**src/rtl/pwm_pkg.sv**
```systemverilog
// Shared types for the PWM commutator: leg states, phase roles and the forward
// hall commutation table (phase index 0=A, 1=B, 2=C).
package pwm_pkg;

  typedef enum logic [1:0] {
    LEG_OFF  = 2'd0,
    LEG_H_ON = 2'd1,
    LEG_DEAD = 2'd2,
    LEG_L_ON = 2'd3
  } leg_state_t;

  typedef enum logic [1:0] {
    ROLE_OFF = 2'd0,
    ROLE_PWM = 2'd1,
    ROLE_LOW = 2'd2
  } phase_role_t;

  typedef logic [1:0] phase_idx_t;

  typedef struct packed {
    logic       valid;
    phase_idx_t pwm_ph;
    phase_idx_t low_ph;
  } comm_entry_t;

  localparam phase_idx_t PH_A = 2'd0;
  localparam phase_idx_t PH_B = 2'd1;
  localparam phase_idx_t PH_C = 2'd2;

  // Indexed by hall code {A,B,C}; 000 and 111 are illegal sensor states.
  localparam comm_entry_t FWD_TABLE [8] = '{
    '{1'b0, PH_A, PH_A},
    '{1'b1, PH_C, PH_B},
    '{1'b1, PH_B, PH_A},
    '{1'b1, PH_C, PH_A},
    '{1'b1, PH_A, PH_C},
    '{1'b1, PH_A, PH_B},
    '{1'b1, PH_B, PH_C},
    '{1'b0, PH_A, PH_A}
  };

  // Reverse rotation reuses the forward table with PWM and low roles exchanged.
  function automatic phase_role_t phase_role(input comm_entry_t e, input phase_idx_t ph,
                                             input logic fwd);
    phase_role_t r;
    r = ROLE_OFF;
    if (e.valid && ph == e.pwm_ph) begin
      r = fwd ? ROLE_PWM : ROLE_LOW;
    end else if (e.valid && ph == e.low_ph) begin
      r = fwd ? ROLE_LOW : ROLE_PWM;
    end
    return r;
  endfunction

endpackage

```
**src/rtl/deadtime_leg.sv**
```systemverilog
// One half-bridge leg: OFF/H_ON/DEAD/L_ON with registered gates; every switch
// between sides is blanked for max(dead_time,1) cycles.
module deadtime_leg
  import pwm_pkg::*;
#(
  parameter int unsigned DT_WIDTH = 6
) (
  input  logic                clk,
  input  logic                rst,
  input  leg_state_t          i_req,
  input  logic                i_kill,
  input  logic [DT_WIDTH-1:0] i_dead_time,
  output logic                o_h,
  output logic                o_l
);

  leg_state_t          r_state;
  leg_state_t          w_state_nxt;
  logic [DT_WIDTH-1:0] r_dead_cnt;
  logic [DT_WIDTH-1:0] w_dead_cnt_nxt;
  logic [DT_WIDTH-1:0] w_dead_load;
  logic                r_h;
  logic                r_l;

  // Counter holds remaining DEAD cycles minus one, so a zero dead_time still blanks once.
  assign w_dead_load = (i_dead_time == '0) ? '0 : i_dead_time - DT_WIDTH'(1);

  always_comb begin
    w_state_nxt    = r_state;
    w_dead_cnt_nxt = r_dead_cnt;
    if (i_kill || i_req == LEG_OFF) begin
      w_state_nxt    = LEG_OFF;
      w_dead_cnt_nxt = '0;
    end else begin
      case (r_state)
        LEG_OFF: begin
          w_state_nxt    = LEG_DEAD;
          w_dead_cnt_nxt = w_dead_load;
        end
        LEG_H_ON, LEG_L_ON: begin
          if (i_req != r_state) begin
            w_state_nxt    = LEG_DEAD;
            w_dead_cnt_nxt = w_dead_load;
          end
        end
        LEG_DEAD: begin
          if (r_dead_cnt == '0) begin
            w_state_nxt = i_req;
          end else begin
            w_dead_cnt_nxt = r_dead_cnt - DT_WIDTH'(1);
          end
        end
        default: begin
          w_state_nxt    = LEG_OFF;
          w_dead_cnt_nxt = '0;
        end
      endcase
    end
  end

  always_ff @(posedge clk or posedge rst) begin
    if (rst) begin
      r_state    <= LEG_OFF;
      r_dead_cnt <= '0;
      r_h        <= 1'b0;
      r_l        <= 1'b0;
    end else begin
      r_state    <= w_state_nxt;
      r_dead_cnt <= w_dead_cnt_nxt;
      r_h        <= (w_state_nxt == LEG_H_ON);
      r_l        <= (w_state_nxt == LEG_L_ON);
    end
  end

  assign o_h = r_h;
  assign o_l = r_l;

endmodule

```
**src/rtl/pwm_deadtime_commutator.sv**
```systemverilog
// Hall-commutated three-phase PWM driver with per-leg dead time and a sticky
// invalid-hall fault. Define HALL_FILTER_EN to require FILT_LEN stable hall samples.
module pwm_deadtime_commutator
  import pwm_pkg::*;
#(
  parameter int unsigned DWIDTH   = 10,
  parameter int unsigned DT_WIDTH = 6,
  parameter int unsigned FILT_LEN = 4
) (
  input  logic                clk,
  input  logic                rst,
  input  logic                enable,
  input  logic                forward,
  input  logic [DWIDTH-1:0]   duty,
  input  logic [DT_WIDTH-1:0] dead_time,
  input  logic [2:0]          hall,
  output logic [2:0]          pwm_h,
  output logic [2:0]          pwm_l,
  output logic                fault,
  output logic                period_start
);

  localparam logic [DWIDTH-1:0] CNT_MAX = {{(DWIDTH-1){1'b1}}, 1'b0};

  logic [2:0]        r_hall_s1;
  logic [2:0]        r_hall_s2;
  logic [2:0]        w_hall_acc;
  comm_entry_t       w_entry;
  logic              w_kill;
  logic [DWIDTH-1:0] r_cnt;
  logic [DWIDTH-1:0] w_cnt_nxt;
  logic [DWIDTH-1:0] r_duty_q;
  logic              w_pwm_raw;
  logic              r_fault;
  logic              r_period_start;
  leg_state_t        r_req     [3];
  leg_state_t        w_req_nxt [3];

  always_ff @(posedge clk or posedge rst) begin
    if (rst) begin
      r_hall_s1 <= '0;
      r_hall_s2 <= '0;
    end else begin
      r_hall_s1 <= hall;
      r_hall_s2 <= r_hall_s1;
    end
  end

`ifdef HALL_FILTER_EN
  localparam int unsigned FILT_CW = $clog2(FILT_LEN + 1);

  logic [2:0]         r_filt_cand;
  logic [2:0]         r_hall_acc;
  logic [FILT_CW-1:0] r_filt_cnt;
  logic [FILT_CW-1:0] w_filt_cnt_nxt;

  always_comb begin
    if (r_hall_s2 != r_filt_cand) begin
      w_filt_cnt_nxt = FILT_CW'(1);
    end else if (r_filt_cnt >= FILT_CW'(FILT_LEN)) begin
      w_filt_cnt_nxt = r_filt_cnt;
    end else begin
      w_filt_cnt_nxt = r_filt_cnt + FILT_CW'(1);
    end
  end

  always_ff @(posedge clk or posedge rst) begin
    if (rst) begin
      r_filt_cand <= '0;
      r_filt_cnt  <= '0;
      r_hall_acc  <= '0;
    end else begin
      r_filt_cand <= r_hall_s2;
      r_filt_cnt  <= w_filt_cnt_nxt;
      if (w_filt_cnt_nxt >= FILT_CW'(FILT_LEN)) begin
        r_hall_acc <= r_hall_s2;
      end
    end
  end

  assign w_hall_acc = r_hall_acc;
`else
  assign w_hall_acc = r_hall_s2;
`endif

  assign w_entry = FWD_TABLE[w_hall_acc];
  // An illegal code drops the legs on the same edge that raises fault.
  assign w_kill  = !enable || r_fault || !w_entry.valid;

  assign w_cnt_nxt = !enable ? '0 : ((r_cnt == CNT_MAX) ? '0 : r_cnt + DWIDTH'(1));
  assign w_pwm_raw = (r_cnt < r_duty_q);

  always_ff @(posedge clk or posedge rst) begin
    if (rst) begin
      r_cnt          <= '0;
      r_duty_q       <= '0;
      r_period_start <= 1'b0;
      r_fault        <= 1'b0;
    end else begin
      r_cnt          <= w_cnt_nxt;
      r_period_start <= enable && (w_cnt_nxt == '0);
      // Loaded on the edge entering count 0 so the whole new period sees it.
      if (w_cnt_nxt == '0) begin
        r_duty_q <= duty;
      end
      if (!enable) begin
        r_fault <= 1'b0;
      end else if (!w_entry.valid) begin
        r_fault <= 1'b1;
      end
    end
  end

  always_comb begin
    for (int unsigned i = 0; i < 3; i++) begin
      w_req_nxt[i] = LEG_OFF;
      if (!w_kill) begin
        case (phase_role(w_entry, phase_idx_t'(i), forward))
          ROLE_PWM: w_req_nxt[i] = w_pwm_raw ? LEG_H_ON : LEG_L_ON;
          ROLE_LOW: w_req_nxt[i] = LEG_L_ON;
          default:  w_req_nxt[i] = LEG_OFF;
        endcase
      end
    end
  end

  always_ff @(posedge clk or posedge rst) begin
    if (rst) begin
      r_req <= '{default: LEG_OFF};
    end else begin
      r_req <= w_req_nxt;
    end
  end

  for (genvar g = 0; g < 3; g++) begin : g_leg
    deadtime_leg #(
      .DT_WIDTH(DT_WIDTH)
    ) u_leg (
      .clk        (clk),
      .rst        (rst),
      .i_req      (r_req[g]),
      .i_kill     (w_kill),
      .i_dead_time(dead_time),
      .o_h        (pwm_h[2-g]),
      .o_l        (pwm_l[2-g])
    );
  end

  assign fault        = r_fault;
  assign period_start = r_period_start;

endmodule

```
**config.mk**
```make
export PLATFORM = sky130hd
export DESIGN_NAME = pwm_deadtime_commutator
export DESIGN_NICKNAME = d
export VERILOG_FILES = /design/src/rtl/pwm_pkg.sv /design/src/rtl/deadtime_leg.sv /design/src/rtl/pwm_deadtime_commutator.sv
export SDC_FILE = /design/constraint.sdc
export NUM_CORES = 1
export LEC_CHECK = 0
export ABC_AREA = 1
export BUFFER_PORTS_ARGS = -buffer_cell sky130_fd_sc_hd__buf_2
export CAP_MARGIN = 40
export CELL_PAD_IN_SITES_DETAIL_PLACEMENT = 1
export CELL_PAD_IN_SITES_GLOBAL_PLACEMENT = 1
export CORE_MARGIN = 5
export CORE_UTILIZATION = 40
export CTS_BUF_LIST = sky130_fd_sc_hd__clkbuf_4
export DETAILED_ROUTE_END_ITERATION = 16
export GPL_TIMING_DRIVEN = 1
export PLACE_DENSITY_LB_ADDON = 0.1
export SYNTH_ARGS = -nofsm -noshare
export SYNTH_HDL_FRONTEND = slang
export SYNTH_SLANG_ARGS = --single-unit
```
**constraint.sdc**
```tcl
create_clock -name clk -period 3.9 [get_ports clk]
set_input_delay 0.585 -clock clk [delete_from_list [all_inputs] [get_ports clk]]
set_output_delay 0.585 -clock clk [all_outputs]
set_load 0.01 [all_outputs]
```
==> flow_summary.json, run 1 <==
{
  "drv_slew": 0,
  "status": "completed",
  "hp-class": "primary input to register",
  "diodes": 0,
  "num_rows": 35,
  "cts_tree": "yes",
  "rr_startpoint": "r_cnt[0]",
  "clock-sinks": 64,
  "io_pins": 31,
  "avgSynthCellArea_sq_um": 7.67,
  "worst-path-buf-inv": 1,
  "vias": 3301,
  "muxShareOfSynthArea": 0,
  "totalPowerFinal_mw": 1.40,
  "clockBufferDepth": 2,
  "initial_core_util": 0.413,
  "die_w_um": 108,
  "htreeDepth": 3,
  "critPathKind": "register to register",
  "final_nets": 580,
  "synthFlopType": "dfrtp_1",
  "port_buffers": 30,
  "drtIter0Drc": 63,
  "cts_setup_buffers": 0,
  "cp_top_family": "simple AND/OR/NAND/NOR gates",
  "grt_pass1_wl_um": 16100,
  "max_stage_delay_ns": 0.48,
  "required_ns": 4.21,
  "hold_slack_ns": 0.257,
  "power_density_nw_per_um2": 330,
  "grt.total_usage": 0.177,
  "yosys.area_share.adder": 0.0718,
  "drv_cap": 0,
  "leakagePower_nw": 2.21,
  "drtPass1Iterations": 4,
  "critPathSlowestCell": "dfrtp_1",
  "yosysWarningCount": 0,
  "syn_nets": 545,
  "irDropWorstVdd_mv": 0.199,
  "routed_wl_um": 9300,
  "min_period_ns": 2.14,
  "min-delay-start": "hall[0]",
  "skew_ns": 0.0265,
  "relSlewSlack": 0.491,
  "syn2layout_area_growth_pct": 10.4,
  "yosysUniqueCellTypes": 37,
  "tns_ns": 0,
  "syn_area_sq_um": 3840,
  "setup_viol": 0,
  "via_per_inst": 4.93,
  "synthCells": 500,
  "synth_edf_count": 0,
  "async_flop_share": 1.00,
  "fin_crit_sh": 0.548,
  "die_area_sq_um": 11600,
  "synth-simple-area-share": 0.282,
  "die_y_um": 108,
  "synth_seq_area_share": 0.417,
  "clock_latency_ns": 0.44,
  "worstMarginPinSlew_ns": 0.763,
  "crit_fanout": 11,
  "fmax_ghz": 0.468,
  "drc": 0,
  "coreArea_sq_um": 9280,
  "grt_pass1_vias": 3432,
  "layout_common_cells": "103 x nand2_1, 83 x inv_1, 64 x dfrtp_1",
  "final_common_cell": "nand2_1",
  "cts-root-buf": "clkbuf_4",
  "drive_gt1_frac": 0.167,
  "cp_cell_sequence": "inv_2 > ha_1 > nand3_1 > nor2_4 > nand2_1 > nand2_2 > a21oi_1 > nor2_1 > nand3_2 > nand2_1 > nand2_1",
  "crit_top_cell": "nand2_1",
  "antenna_found_initial": 0,
  "synth_compound_gate_area_share": 0.116,
  "antenna_left": 0,
  "arrival_ns": 2.45,
  "ys_ff_latch": 64,
  "cts_made_buffers": 9,
  "startpoint": "r_cnt[0]",
  "place.gp.congestion": 0.820,
  "synth_xor_area_frac": 0.00913,
  "grt_max_degree": 36,
  "post_cts_resized": 0,
  "clk_pin_slew_ns": 0.10,
  "rsz0062_at_grt": "no",
  "start_kind": "register",
  "synth_top_family_by_area": "simple AND/OR/NAND/NOR gates",
  "hold_viol_final": 0,
  "crit_path_end_kind": "register",
  "wire_per_inst_um": 13.9,
  "grt_overflow_total": 0,
  "dp_hpwl_um": 7350,
  "cts_hold_buf": 0
}
[worst paths after layout]
| check | endpoint | slack [ns] | depth (start not counted) |
|---|---|---|---|
| max | r_duty_q[8] | 1.76 | 11 |
| min | r_hall_s1[0] | 0.26 | 1 |
| max reg2reg | r_duty_q[8] | 1.76 | 11 |
| min reg2reg | r_hall_s2[1] | 0.36 | 0 |
| max in group asynchronous | r_duty_q[1] | 2.72 | 3 |
| min in group asynchronous | r_req[1] | 0.28 | 2 |
[sequential cells by signal, summed over array words and instances, names as in the netlist]
name,flops
g_leg.u_leg.r_dead_cnt,18
r_cnt,10
r_duty_q,10
g_leg.u_leg.r_state,6
r_req,6
g_leg.u_leg.o_h,3
g_leg.u_leg.o_l,3
r_hall_s1,3
r_hall_s2,3
fault,1
period_start,1
[cells in the mapped netlist, types with 2 or more instances]
master | count | area share
dfrtp_1 | 64 | 0.42
inv_1 | 84 | 0.082
buf_4 | 6 | 0.012
o21bai_1 | 2 | 0.0039
a21oi_1 | 22 | 0.029
o211ai_1 | 2 | 0.0039
xor2_1 | 3 | 0.0069
a21oi_2 | 2 | 0.0046
nor3_1 | 5 | 0.0065
nand2_1 | 103 | 0.10
inv_2 | 7 | 0.0069
o22ai_1 | 4 | 0.0065
nor2_1 | 49 | 0.048
o21ai_1 | 7 | 0.0091
nand3_1 | 40 | 0.052
ha_1 | 22 | 0.072
or2_2 | 2 | 0.0033
nand4_1 | 7 | 0.011
o2111ai_1 | 2 | 0.0046
nor2_4 | 4 | 0.012
nand3_2 | 2 | 0.0052
o21ai_0 | 26 | 0.034
nand2_2 | 14 | 0.023
nor2_2 | 8 | 0.013
[stage by stage]
stage	area [sq um]	std cells	setup WS, ns	util
3_5_place_dp	4100	653	1.78	0.442
4_1_cts	4230	669	1.73	0.456
5_1_grt	4230	669	1.59	0.456
6_report	4230	669	1.76	0.456
2_1_floorplan	3840	500	1.72	-
3_3_place_gp	4100	653	1.92	0.442
[cells by family (layout without fill, tap and decap cells)]
kind of cell             after synthesis  in the layout
AO/OA/AOI/OAI                         76             76
flip-flops                            64             64
adder cells (fa/ha/maj)               22             22
XOR/XNOR                               4              4
AND/OR/NAND/NOR                      236            236
buffers and inverters                 98            138
[metal layers]
layer,track usage,vias up,share of wire
met5,0,-,0
met4,0.0685,0,0.020
met3,0.0334,16,0.028
met2,0.315,43,0.52
met1,0.209,1583,0.43
li1,-,1659,-
[report_power, final]
part / internal (mW) / switching, mW / total (mW)
Clock: 0.199 / 0.259 / 0.458
Combinational: 0.0742 / 0.143 / 0.217
Sequential: 0.697 / 0.0271 / 0.724
[final cells by class]
class | instances | area [sq um]
repair buffers | 31 | 158
clock inverters | 6 | 60.1
fillers | 1234 | 5050
flip-flops and latches | 64 | 1600
multi-input cells | 338 | 1840
clock buffers | 10 | 75.1
well taps | 129 | 161
inverters | 91 | 342
(Power assumes the default switching activity.)
==> run 2: changes to the inputs <==
==> constraint.sdc (replaced) <==
create_clock -name clk -period 1.9 [get_ports clk]
set_input_delay 0.285 -clock clk [delete_from_list [all_inputs] [get_ports clk]]
set_output_delay 0.285 -clock clk [all_outputs]
set_load 0.01 [all_outputs]
==> run 2 against run 1 <==
  * Clock power grew 81%
  * Sequential share of layout area shrank 2.8 points
  * Combinational power grew to 2.6 times the previous value
  * Maximum frequency grew 13%
  * First-iteration DRC count shrank 13%
  * Clock skew shrank 0.010 ns
  * Largest power group unchanged
  * Largest cell class unchanged
  * Clock-buffer cell count shrank 1
==> flow_summary.json, run 2 (synthesis gave the netlist of run 1 again) <==
{
  "worstMarginPinSlew_ns": 0.400,
  "relSlewSlack": 0.732,
  "syn2layout_area_growth_pct": 19.8,
  "p_sw_frac": 0.334,
  "largestRegisters": "g_leg.u_leg.r_dead_cnt x18, r_cnt x10, r_duty_q x10",
  "num_rows": 35,
  "port_buffers": 30,
  "skew_ns": 0.0163,
  "drtPass1Iterations": 4,
  "cp_cell_sequence": "inv_2 > ha_4 > nand3_4 > nor2_4 > nand2_2 > nand2_4 > buf_6 > a21oi_2 > nor2_2 > nand3_4 > clkbuf_16 > nand2_2 > nand2_1",
  "min_period_ns": 1.89,
  "leakagePower_nw": 2.36,
  "wire_per_inst_um": 14.5,
  "grt_pass1_wl_um": 16100,
  "start_kind": "register",
  "hp-class": "primary input to register",
  "htreeDepth": 3,
  "fin_crit_sh": 0.995,
  "hold_viol_final": 0,
  "die_w_um": 108,
  "grt_overflow_total": 0,
  "cts_tree": "yes",
  "p_int_mw": 1.92,
  "drv_slew": 0,
  "crit_fanout": 6,
  "switchingPower_uw": 965,
  "drtIter0Drc": 55,
  "layout_common_cells": "99 x nand2_1, 83 x inv_1, 59 x dfrtp_1",
  "arrival_ns": 2.21,
  "vias": 3407,
  "grt_pass1_vias": 3540,
  "power_density_nw_per_um2": 629,
  "critPathSlowestCell": "dfrtp_2",
  "totalPowerFinal_mw": 2.89,
  "clockBufferDepth": 2,
  "drv_cap": 0,
  "cts-root-buf": "clkbuf_4",
  "rsz0062_at_grt": "yes",
  "required_ns": 2.22,
  "final_nets": 602,
  "cp_top_family": "simple AND/OR/NAND/NOR gates",
  "setup_viol": 0,
  "place.gp.congestion": 0.804,
  "initial_core_util": 0.413,
  "die_y_um": 108,
  "grt.total_usage": 0.174,
  "clk_pin_slew_ns": 0.11,
  "fmax_ghz": 0.529,
  "irDropWorstVdd_mv": 0.314,
  "antenna_found_initial": 0,
  "coreArea_sq_um": 9280,
  "dp_hpwl_um": 7150,
  "crit_path_end_kind": "register",
  "pwr-share-seq": 0.517,
  "drc": 0,
  "largest_reg_flops": 18,
  "worst-path-buf-inv": 3,
  "stdcell_area_sq_um": 4590,
  "max_stage_delay_ns": 0.44,
  "critPathKind": "register to register",
  "clock_latency_ns": 0.43,
  "setup_slack_ns": 0.00922,
  "diodes": 0,
  "final_common_cell": "nand2_1",
  "p_comb_frac": 0.195,
  "place_worst_setup_slack_ns": 0.0980,
  "regMostFlops": "g_leg.u_leg.r_dead_cnt",
  "io_pins": 31,
  "grt_max_degree": 65,
  "clock-sinks": 64,
  "antenna_left": 0,
  "via_per_inst": 4.93,
  "place_area_sq_um": 4200,
  "routed_wl_um": 10000,
  "die_area_sq_um": 11600,
  "drive_gt1_frac": 0.235,
  "pwr-share-clk": 0.287,
  "cts_made_buffers": 9,
  "status": "completed"
}
## run 2: cell types whose count changed in the layout (fill, tap and decap cells not counted), sizes merged
cell         change
buf             +16
dlygate4sd3      +4
clkinv           +1
bufinv           -1
nor2             +1
inv              +1
## run 2: area by class of cell
type,count,area (sq um)
fillers,1163,4690
flip-flops and latches,64,1610
inverters,91,342
clock inverters,7,47.5
repair buffers,52,372
multi-input cells,339,2000
well taps,129,161
clock buffers,9,67.6
## run 2: power by group through the flow
stage / combinational (mW) / sequential (mW) / clock (mW)
6_report: 0.564 / 1.49 / 0.830
5_1_grt: 0.645 / 1.50 / 0.918
4_1_cts: 0.495 / 1.49 / 0.865
3_5_place_dp: 0.485 / 1.51 / 0
3_3_place_gp: 0.466 / 1.51 / 0
2_1_floorplan: 0.325 / 1.50 / 0
## run 2: stage by stage
| stage | setup TNS, ns | hold WS (ns) | utilization | std cells |
|---|---|---|---|---|
| after detailed placement | 0 | 0.336 | 0.452 | 663 |
| after CTS | 0 | 0.0561 | 0.469 | 683 |
| after global routing | -1.13 | 0.0731 | 0.495 | 691 |
| after floorplan | 0 | 0.316 | - | 500 |
| final | 0 | 0.0797 | 0.495 | 691 |
| after global placement | 0 | 0.331 | 0.452 | 663 |
## run 2: worst paths after layout
path                       cells after the start  slack [ns]    startpoint      endpoint
min                                            3        0.08       duty[9]   r_duty_q[9]
max                                           13       0.009      r_cnt[0]   r_duty_q[6]
max in group asynchronous                      4        1.13           rst      r_cnt[2]
min in group asynchronous                      4        0.46           rst  r_hall_s1[2]
min reg2reg                                    0        0.36  r_hall_s1[1]  r_hall_s2[1]
max reg2reg                                   13       0.009      r_cnt[0]   r_duty_q[6]
## run 2: what timing repair did
action	4_1_cts	5_1_grt
buffers inserted	0	6
hold buffers	4	0
endpoints found under the setup margin	0	26
gates resized for setup	0	41
hold endpoints to repair	67	0
## run 2: worst reg2reg max path: cells and delay by family, from the launching register on
| kind | cells | cell delay (ns) |
|---|---|---|
| flip-flops | 1 | 0.44 |
| AND/OR/NAND/NOR | 8 | 0.80 |
| adder cells (fa/ha/maj) | 1 | 0.14 |
| AO/OA/AOI/OAI | 1 | 0.03 |
| buffers and inverters | 3 | 0.37 |
## run 2: per-layer routing
metal	wire length, um	vias up	global-route usage
li1	-	1713	-
met1	4300	1636	0.211
met2	5290	45	0.312
met3	276	13	0.0370
met4	146	0	0.0505
met5	0	-	0
